==> src/rtl/imu_frame_parser.sv <==
// Assembles 11-byte IMU frames (header, type, 8 payload bytes, checksum) from a UART byte
// stream, verifies the checksum and commits acc/gyro/angle words with per-type update pulses.
module imu_frame_parser #(
  parameter logic [7:0]  HDR_BYTE    = 8'h55,
  parameter int unsigned TIMEOUT_CYC = 250000,
  parameter int unsigned TO_W        = 18
) (
  input  logic        clk,
  input  logic        rst,
  input  logic [7:0]  byte_data,
  input  logic        byte_valid,
  output logic [15:0] acc_x,
  output logic [15:0] acc_y,
  output logic [15:0] acc_z,
  output logic [15:0] gyro_x,
  output logic [15:0] gyro_y,
  output logic [15:0] gyro_z,
  output logic [15:0] roll,
  output logic [15:0] pitch,
  output logic [15:0] yaw,
  output logic [15:0] temp,
  output logic        acc_upd,
  output logic        gyro_upd,
  output logic        ang_upd,
  output logic        frame_busy,
  output logic [7:0]  cksum_err_cnt,
  output logic [7:0]  timeout_cnt
);

  typedef enum logic [1:0] {StHunt, StType, StPayload, StCksum} state_e;

  localparam logic [TO_W-1:0] TimeoutVal = TO_W'(TIMEOUT_CYC);

  state_e            state_q, state_d;
  logic [2:0]        idx_q, idx_d;
  logic [7:0]        sum_q, sum_d;
  logic [1:0]        type_q, type_d;
  logic [7:0]        shadow_q [8];
  logic [7:0]        shadow_d [8];
  logic [TO_W-1:0]   to_cnt_q, to_cnt_d;
  logic [15:0]       acc_q [3];
  logic [15:0]       acc_d [3];
  logic [15:0]       gyro_q [3];
  logic [15:0]       gyro_d [3];
  logic [15:0]       ang_q [3];
  logic [15:0]       ang_d [3];
  logic [15:0]       temp_q, temp_d;
  logic              acc_upd_q, acc_upd_d;
  logic              gyro_upd_q, gyro_upd_d;
  logic              ang_upd_q, ang_upd_d;
  logic [7:0]        cksum_err_q, cksum_err_d;
  logic [7:0]        timeout_cnt_q, timeout_cnt_d;
  logic              commit;
  logic [15:0]       word [4];

  // Little-endian words from the completed shadow buffer.
  always_comb begin
    for (int k = 0; k < 4; k++) begin
      word[k] = {shadow_q[2*k+1], shadow_q[2*k]};
    end
  end

  always_comb begin
    state_d       = state_q;
    idx_d         = idx_q;
    sum_d         = sum_q;
    type_d        = type_q;
    shadow_d      = shadow_q;
    to_cnt_d      = to_cnt_q;
    cksum_err_d   = cksum_err_q;
    timeout_cnt_d = timeout_cnt_q;
    commit        = 1'b0;

    if (byte_valid) begin
      // A byte always wins over a timeout firing in the same cycle.
      to_cnt_d = '0;
      unique case (state_q)
        StHunt: begin
          if (byte_data == HDR_BYTE) begin
            state_d = StType;
            sum_d   = HDR_BYTE;
          end
        end
        StType: begin
          if (byte_data == 8'h51 || byte_data == 8'h52 || byte_data == 8'h53) begin
            type_d  = byte_data[1:0];
            sum_d   = sum_q + byte_data;
            idx_d   = 3'd0;
            state_d = StPayload;
          end else if (byte_data == HDR_BYTE) begin
            sum_d = HDR_BYTE;
          end else begin
            state_d = StHunt;
            sum_d   = '0;
          end
        end
        StPayload: begin
          shadow_d[idx_q] = byte_data;
          sum_d           = sum_q + byte_data;
          idx_d           = idx_q + 3'd1;
          if (idx_q == 3'd7) begin
            state_d = StCksum;
          end
        end
        StCksum: begin
          state_d = StHunt;
          sum_d   = '0;
          if (byte_data == sum_q) begin
            commit = 1'b1;
          end else if (cksum_err_q != 8'hFF) begin
            cksum_err_d = cksum_err_q + 8'd1;
          end
        end
        default: begin
          state_d = StHunt;
        end
      endcase
    end else if (state_q == StHunt) begin
      to_cnt_d = '0;
    end else if (to_cnt_q == TimeoutVal) begin
      state_d  = StHunt;
      sum_d    = '0;
      to_cnt_d = '0;
      if (timeout_cnt_q != 8'hFF) begin
        timeout_cnt_d = timeout_cnt_q + 8'd1;
      end
    end else begin
      to_cnt_d = to_cnt_q + TO_W'(1);
    end
  end

  // Output registers only change on a verified frame.
  always_comb begin
    acc_d      = acc_q;
    gyro_d     = gyro_q;
    ang_d      = ang_q;
    temp_d     = temp_q;
    acc_upd_d  = 1'b0;
    gyro_upd_d = 1'b0;
    ang_upd_d  = 1'b0;
    if (commit) begin
      unique case (type_q)
        2'd1: begin
          acc_d     = '{word[0], word[1], word[2]};
          temp_d    = word[3];
          acc_upd_d = 1'b1;
        end
        2'd2: begin
          gyro_d     = '{word[0], word[1], word[2]};
          temp_d     = word[3];
          gyro_upd_d = 1'b1;
        end
        2'd3: begin
          ang_d     = '{word[0], word[1], word[2]};
          temp_d    = word[3];
          ang_upd_d = 1'b1;
        end
        default: begin
          temp_d = temp_q;
        end
      endcase
    end
  end

  always_ff @(posedge clk) begin
    if (rst) begin
      state_q       <= StHunt;
      idx_q         <= '0;
      sum_q         <= '0;
      type_q        <= '0;
      shadow_q      <= '{default: '0};
      to_cnt_q      <= '0;
      acc_q         <= '{default: '0};
      gyro_q        <= '{default: '0};
      ang_q         <= '{default: '0};
      temp_q        <= '0;
      acc_upd_q     <= 1'b0;
      gyro_upd_q    <= 1'b0;
      ang_upd_q     <= 1'b0;
      cksum_err_q   <= '0;
      timeout_cnt_q <= '0;
    end else begin
      state_q       <= state_d;
      idx_q         <= idx_d;
      sum_q         <= sum_d;
      type_q        <= type_d;
      shadow_q      <= shadow_d;
      to_cnt_q      <= to_cnt_d;
      acc_q         <= acc_d;
      gyro_q        <= gyro_d;
      ang_q         <= ang_d;
      temp_q        <= temp_d;
      acc_upd_q     <= acc_upd_d;
      gyro_upd_q    <= gyro_upd_d;
      ang_upd_q     <= ang_upd_d;
      cksum_err_q   <= cksum_err_d;
      timeout_cnt_q <= timeout_cnt_d;
    end
  end

  assign acc_x         = acc_q[0];
  assign acc_y         = acc_q[1];
  assign acc_z         = acc_q[2];
  assign gyro_x        = gyro_q[0];
  assign gyro_y        = gyro_q[1];
  assign gyro_z        = gyro_q[2];
  assign roll          = ang_q[0];
  assign pitch         = ang_q[1];
  assign yaw           = ang_q[2];
  assign temp          = temp_q;
  assign acc_upd       = acc_upd_q;
  assign gyro_upd      = gyro_upd_q;
  assign ang_upd       = ang_upd_q;
  assign frame_busy    = (state_q != StHunt);
  assign cksum_err_cnt = cksum_err_q;
  assign timeout_cnt   = timeout_cnt_q;

endmodule

==> config.mk <==
export PLATFORM = sky130hd
export DESIGN_NAME = imu_frame_parser
export DESIGN_NICKNAME = d
export VERILOG_FILES = /design/src/rtl/imu_frame_parser.sv
export SDC_FILE = /design/constraint.sdc
export NUM_CORES = 1
export LEC_CHECK = 0
export CAP_MARGIN = 25
export CELL_PAD_IN_SITES_DETAIL_PLACEMENT = 0
export CELL_PAD_IN_SITES_GLOBAL_PLACEMENT = 1
export CORE_UTILIZATION = 42
export CTS_CLUSTER_DIAMETER = 30
export CTS_CLUSTER_SIZE = 16
export DETAILED_ROUTE_END_ITERATION = 6
export GPL_ROUTABILITY_DRIVEN = 0
export HOLD_SLACK_MARGIN = 0.05
export PLACE_DENSITY_LB_ADDON = 0.1
export SYNTH_ARGS = -nofsm -noshare
export SYNTH_HDL_FRONTEND = slang
export SYNTH_SLANG_ARGS = --single-unit
==> constraint.sdc <==
create_clock -name clk -period 5 [get_ports clk]
set_input_delay 1.5 -clock clk [delete_from_list [all_inputs] [get_ports clk]]
set_output_delay 1.5 -clock clk [all_outputs]
set_load 0.02 [all_outputs]
==> impl_results.md <==
- Status: finished clean
- Worst hold path depth: 2
- First-pass DRT Iterations: 5
- Gr busiest metal: met2
- Fmax: ~250 MHz
- Cts bufs inserted: 56
- Core area: roughly 0.024 mm²
- FF+latch count, synth: around 280
- Max VDD drop: approximately 0.23 mV
- Setup TNS: 0 ns
- ANT cells: 0
- Placed cell areas: 0.0126 mm²
- Worst hold endpoint: roll[3]$_SDFFE_PP0P_
- Synth area leader: dfxtp_1
- R2r worst-path depth: 8
- # setup viols final: 0
- Placed Cells: 1678
- Fillers: 2232
- Post-synth ARST share: 0%
- Synthesized area: approximately 0.010 mm²
- # Max-Cap Violations: 0
- R2R Path End: acc_z[12]$_SDFFE_PP0P_
- Finished Cell Area: about 0.014 mm²
- Port bufs: 190
- Nets: roughly 1400
- Library cells used by synthesis: 51
- Worst EP required: ~5.4 ns
- Flop-to-flop setup slack: between 2 and 2.5 ns
- CP cell instances: clkdlybuf4s50_1 > ha_1 > or4_4 > nor4b_4 > nand2_2 > or2_2 > buf_12 > nand2_1 > a21oi_1
- Sequential cell area: roughly 0.0055 mm²
- Post-DP HPWL: roughly 17 mm
- Clock Sinks: between 200 and 300
- Yosys top cell area share: 52.8%
- Post_cts resized: 0
- Number of synthesized flops with an enable pin: 0
- RR Startpoint: sum_q[2]$_SDFFE_PP0P_
- Seq/Total Area, Yosys: 52.8%
- Clock Latency Late Sink: roughly 0.55 ns
- Worst path arrival time: around 4.3 ns
- CP Class: input port to flip-flop
- Total GRT Usage: approximately 22%
- RSZ-0062 raised after global routing: no
- Vias in the first global route: ~8400
- Max-slew headroom: roughly two fifths
- Die area: approximately 0.026 mm²
- Slew Viols, Final: 0
- Initial drt markers: about 550
- Clk_skew: between 0.01 and 0.015 ns
- Htree depth: 2
- Mapped Nets: about 1200
- Rows: 57
- Origin of the worst min-delay path: roll[3]$_SDFFE_PP0P_
- Multi-input gate area: 0.00455 mm²
- CTS tree: yes
- Worst Setup End Kind: flip-flop
- Cells after synthesis: ~1200
- Layout Cells excl Fill: 1776
- Grt total ovfl: 0
- Pleak: 5.14 nW
- Highest net fanout along the worst path: 28
- Die Y: 160 µm
- DRT Wirelength: approximately 29 mm
- Via Count: ~9000
- Via-to-Cell Ratio: 4.96
- Area Growth Syn to Fin: 38.3%
- Post-CTS Setup Inserts: 0
- Syn_area_per_cell: around 8.6 µm²
- # hold bufs at CTS: 0
- Initial core utilization: 42.9%
- Ranking of synthesized cells by instance count: nand2_1 (321), dfxtp_1 (276), a21oi_1 (174)
- Initial antenna violation count: 0
- Worst-path clk slew: 0.05 ns
- Total power: 5.85 mW
- Residual DRC count: 0
- Power density cells: around 400 mW/mm²
- Share of layout cells above drive strength 1: 8.68%
- Largest net degree at the start of global routing: ~120
- Post-route ant nets: 0
- Synthesis warning total: 0
- IO Count: 191
- Ys flop type: dfxtp_1
- M3 GR Usage: about 5.4%
- Die Wd: 160 µm
- Post-route minimum period: roughly 3.9 ns
- Met2 GRT Util: between 30% and 40%
- HP Class: flip-flop to flip-flop
- Most common cell in the netlist: nand2_1
- Worst path max stage delay: between 0.5 and 0.6 ns
- Final Hold Viols: 0
- Area contributors post-synth: dfxtp_1 (53%), nand2_1 (12%), a21oi_1 (8.3%), mux2i_1 (7.3%), nor2_1 (4.3%)
- Startpoint types: input port
- Period utilisation layout: about 80%
- CTS max path bufs: 3
- CTS Root Cell: clkbuf_16
- Met1 usage in global routing: between 30% and 40%
- First-pass GRT wire length: between 40 and 50 mm
- Avg WL per Cell: around 16 µm
- CP max-delay cell: or4_4
- Slew of the pin with the lowest slew margin: 0.915 ns
- Final core occ: between 50% and 60%
[power by group]
part | total (mW) | leakage [nW] | switching (mW) | internal [mW]
Combinational | 0.0871 | 2.02 | 0.0655 | 0.0216
Sequential | 2.21 | 2.22 | 0.000132 | 2.21
Clock | 3.56 | 0.900 | 1.12 | 2.44
[stage by stage]
stage               setup WS, ns  hold WS (ns)
floorplan                   1.39         0.430
detailed placement         0.476         0.446
global route               0.876         0.469
global placement           0.426         0.441
finish                      1.05         0.450
CTS                         1.04         0.452
[worst max-delay path by stage]
stage	startpoint	end	slack (ns)	depth (start not counted)
floorplan	byte_data[5]	acc_y[0]$_SDFFE_PP0P_	1.39	10
global route	byte_data[5]	acc_z[9]$_SDFFE_PP0P_	0.88	9
finish	byte_data[5]	acc_z[12]$_SDFFE_PP0P_	1.05	9
CTS	byte_data[5]	acc_y[3]$_SDFFE_PP0P_	1.04	9
global placement	byte_data[5]	acc_upd$_SDFF_PP0_	0.43	8
detailed placement	byte_data[5]	acc_y[3]$_SDFFE_PP0P_	0.48	9
[cell usage in the layout, fill, tap and decap left out, drive strengths merged, types with 6 or more instances in the layout]
cell / netlist / routed
or3: 7 / 7
xnor2: 14 / 14
nand4: 9 / 9
nand2: 322 / 322
buf: 30 / 24
clkdlybuf4s50: 0 / 189
ha: 13 / 13
xor2: 17 / 17
o21ai: 10 / 10
and3: 7 / 7
clkinv: 0 / 8
nor2: 123 / 123
mux2i: 76 / 76
clkbuf: 52 / 82
nand3b: 6 / 6
inv: 10 / 12
dfxtp: 276 / 276
nand3: 24 / 24
nor3: 8 / 8
a21oi: 174 / 174
[layer usage]
layer | vias up | wire (µm)
li1 | 4442 | -
met2 | 230 | 13200
met3 | 38 | 1820
met4 | 0 | 437
met5 | - | 0
met1 | 4107 | 13200
[flip-flops by register name, summed over array words and instances (netlist names), 2 cells and up]
signal and cells:
acc_z 16, state_q 2, acc_y 16, idx_q 3
yaw 16, to_cnt_q 18, temp 16, gyro_z 16
pitch 16, timeout_cnt 8, gyro_x 16, shadow_q 64
acc_x 16, type_q 2, cksum_err_cnt 8, gyro_y 16
roll 16, sum_q 8
[final cells by class]
cell class	count	area share (%)
Inverter	10	0.259
Multi-Input combinational cell	854	31.4
Clock inverter	17	1.41
Sequential cell	276	38.2
Timing Repair Buffer	214	14.7
Clock buffer	81	11.3
Tap cell	324	2.80
[worst max-delay path, delay by kind of cell]
family | cells | cell delay [ns]
simple gates | 5 | 1.70
buf+inv | 2 | 0.70
fa+ha+maj | 1 | 0.36
compound gates | 1 | 0.06
[cell families (layout without fill, tap and decap cells)]
kind of cell,after synthesis,count (layout),share of synthesized area (%)
compound gates,206,206,10.4
xor+xnor,31,31,2.59
fa+ha+maj,14,14,1.74
buf+inv,92,322,4.03
flops,276,276,52.8
mux,76,76,7.26
simple gates,527,527,21.2
Power figures use the tool's default switching activity.
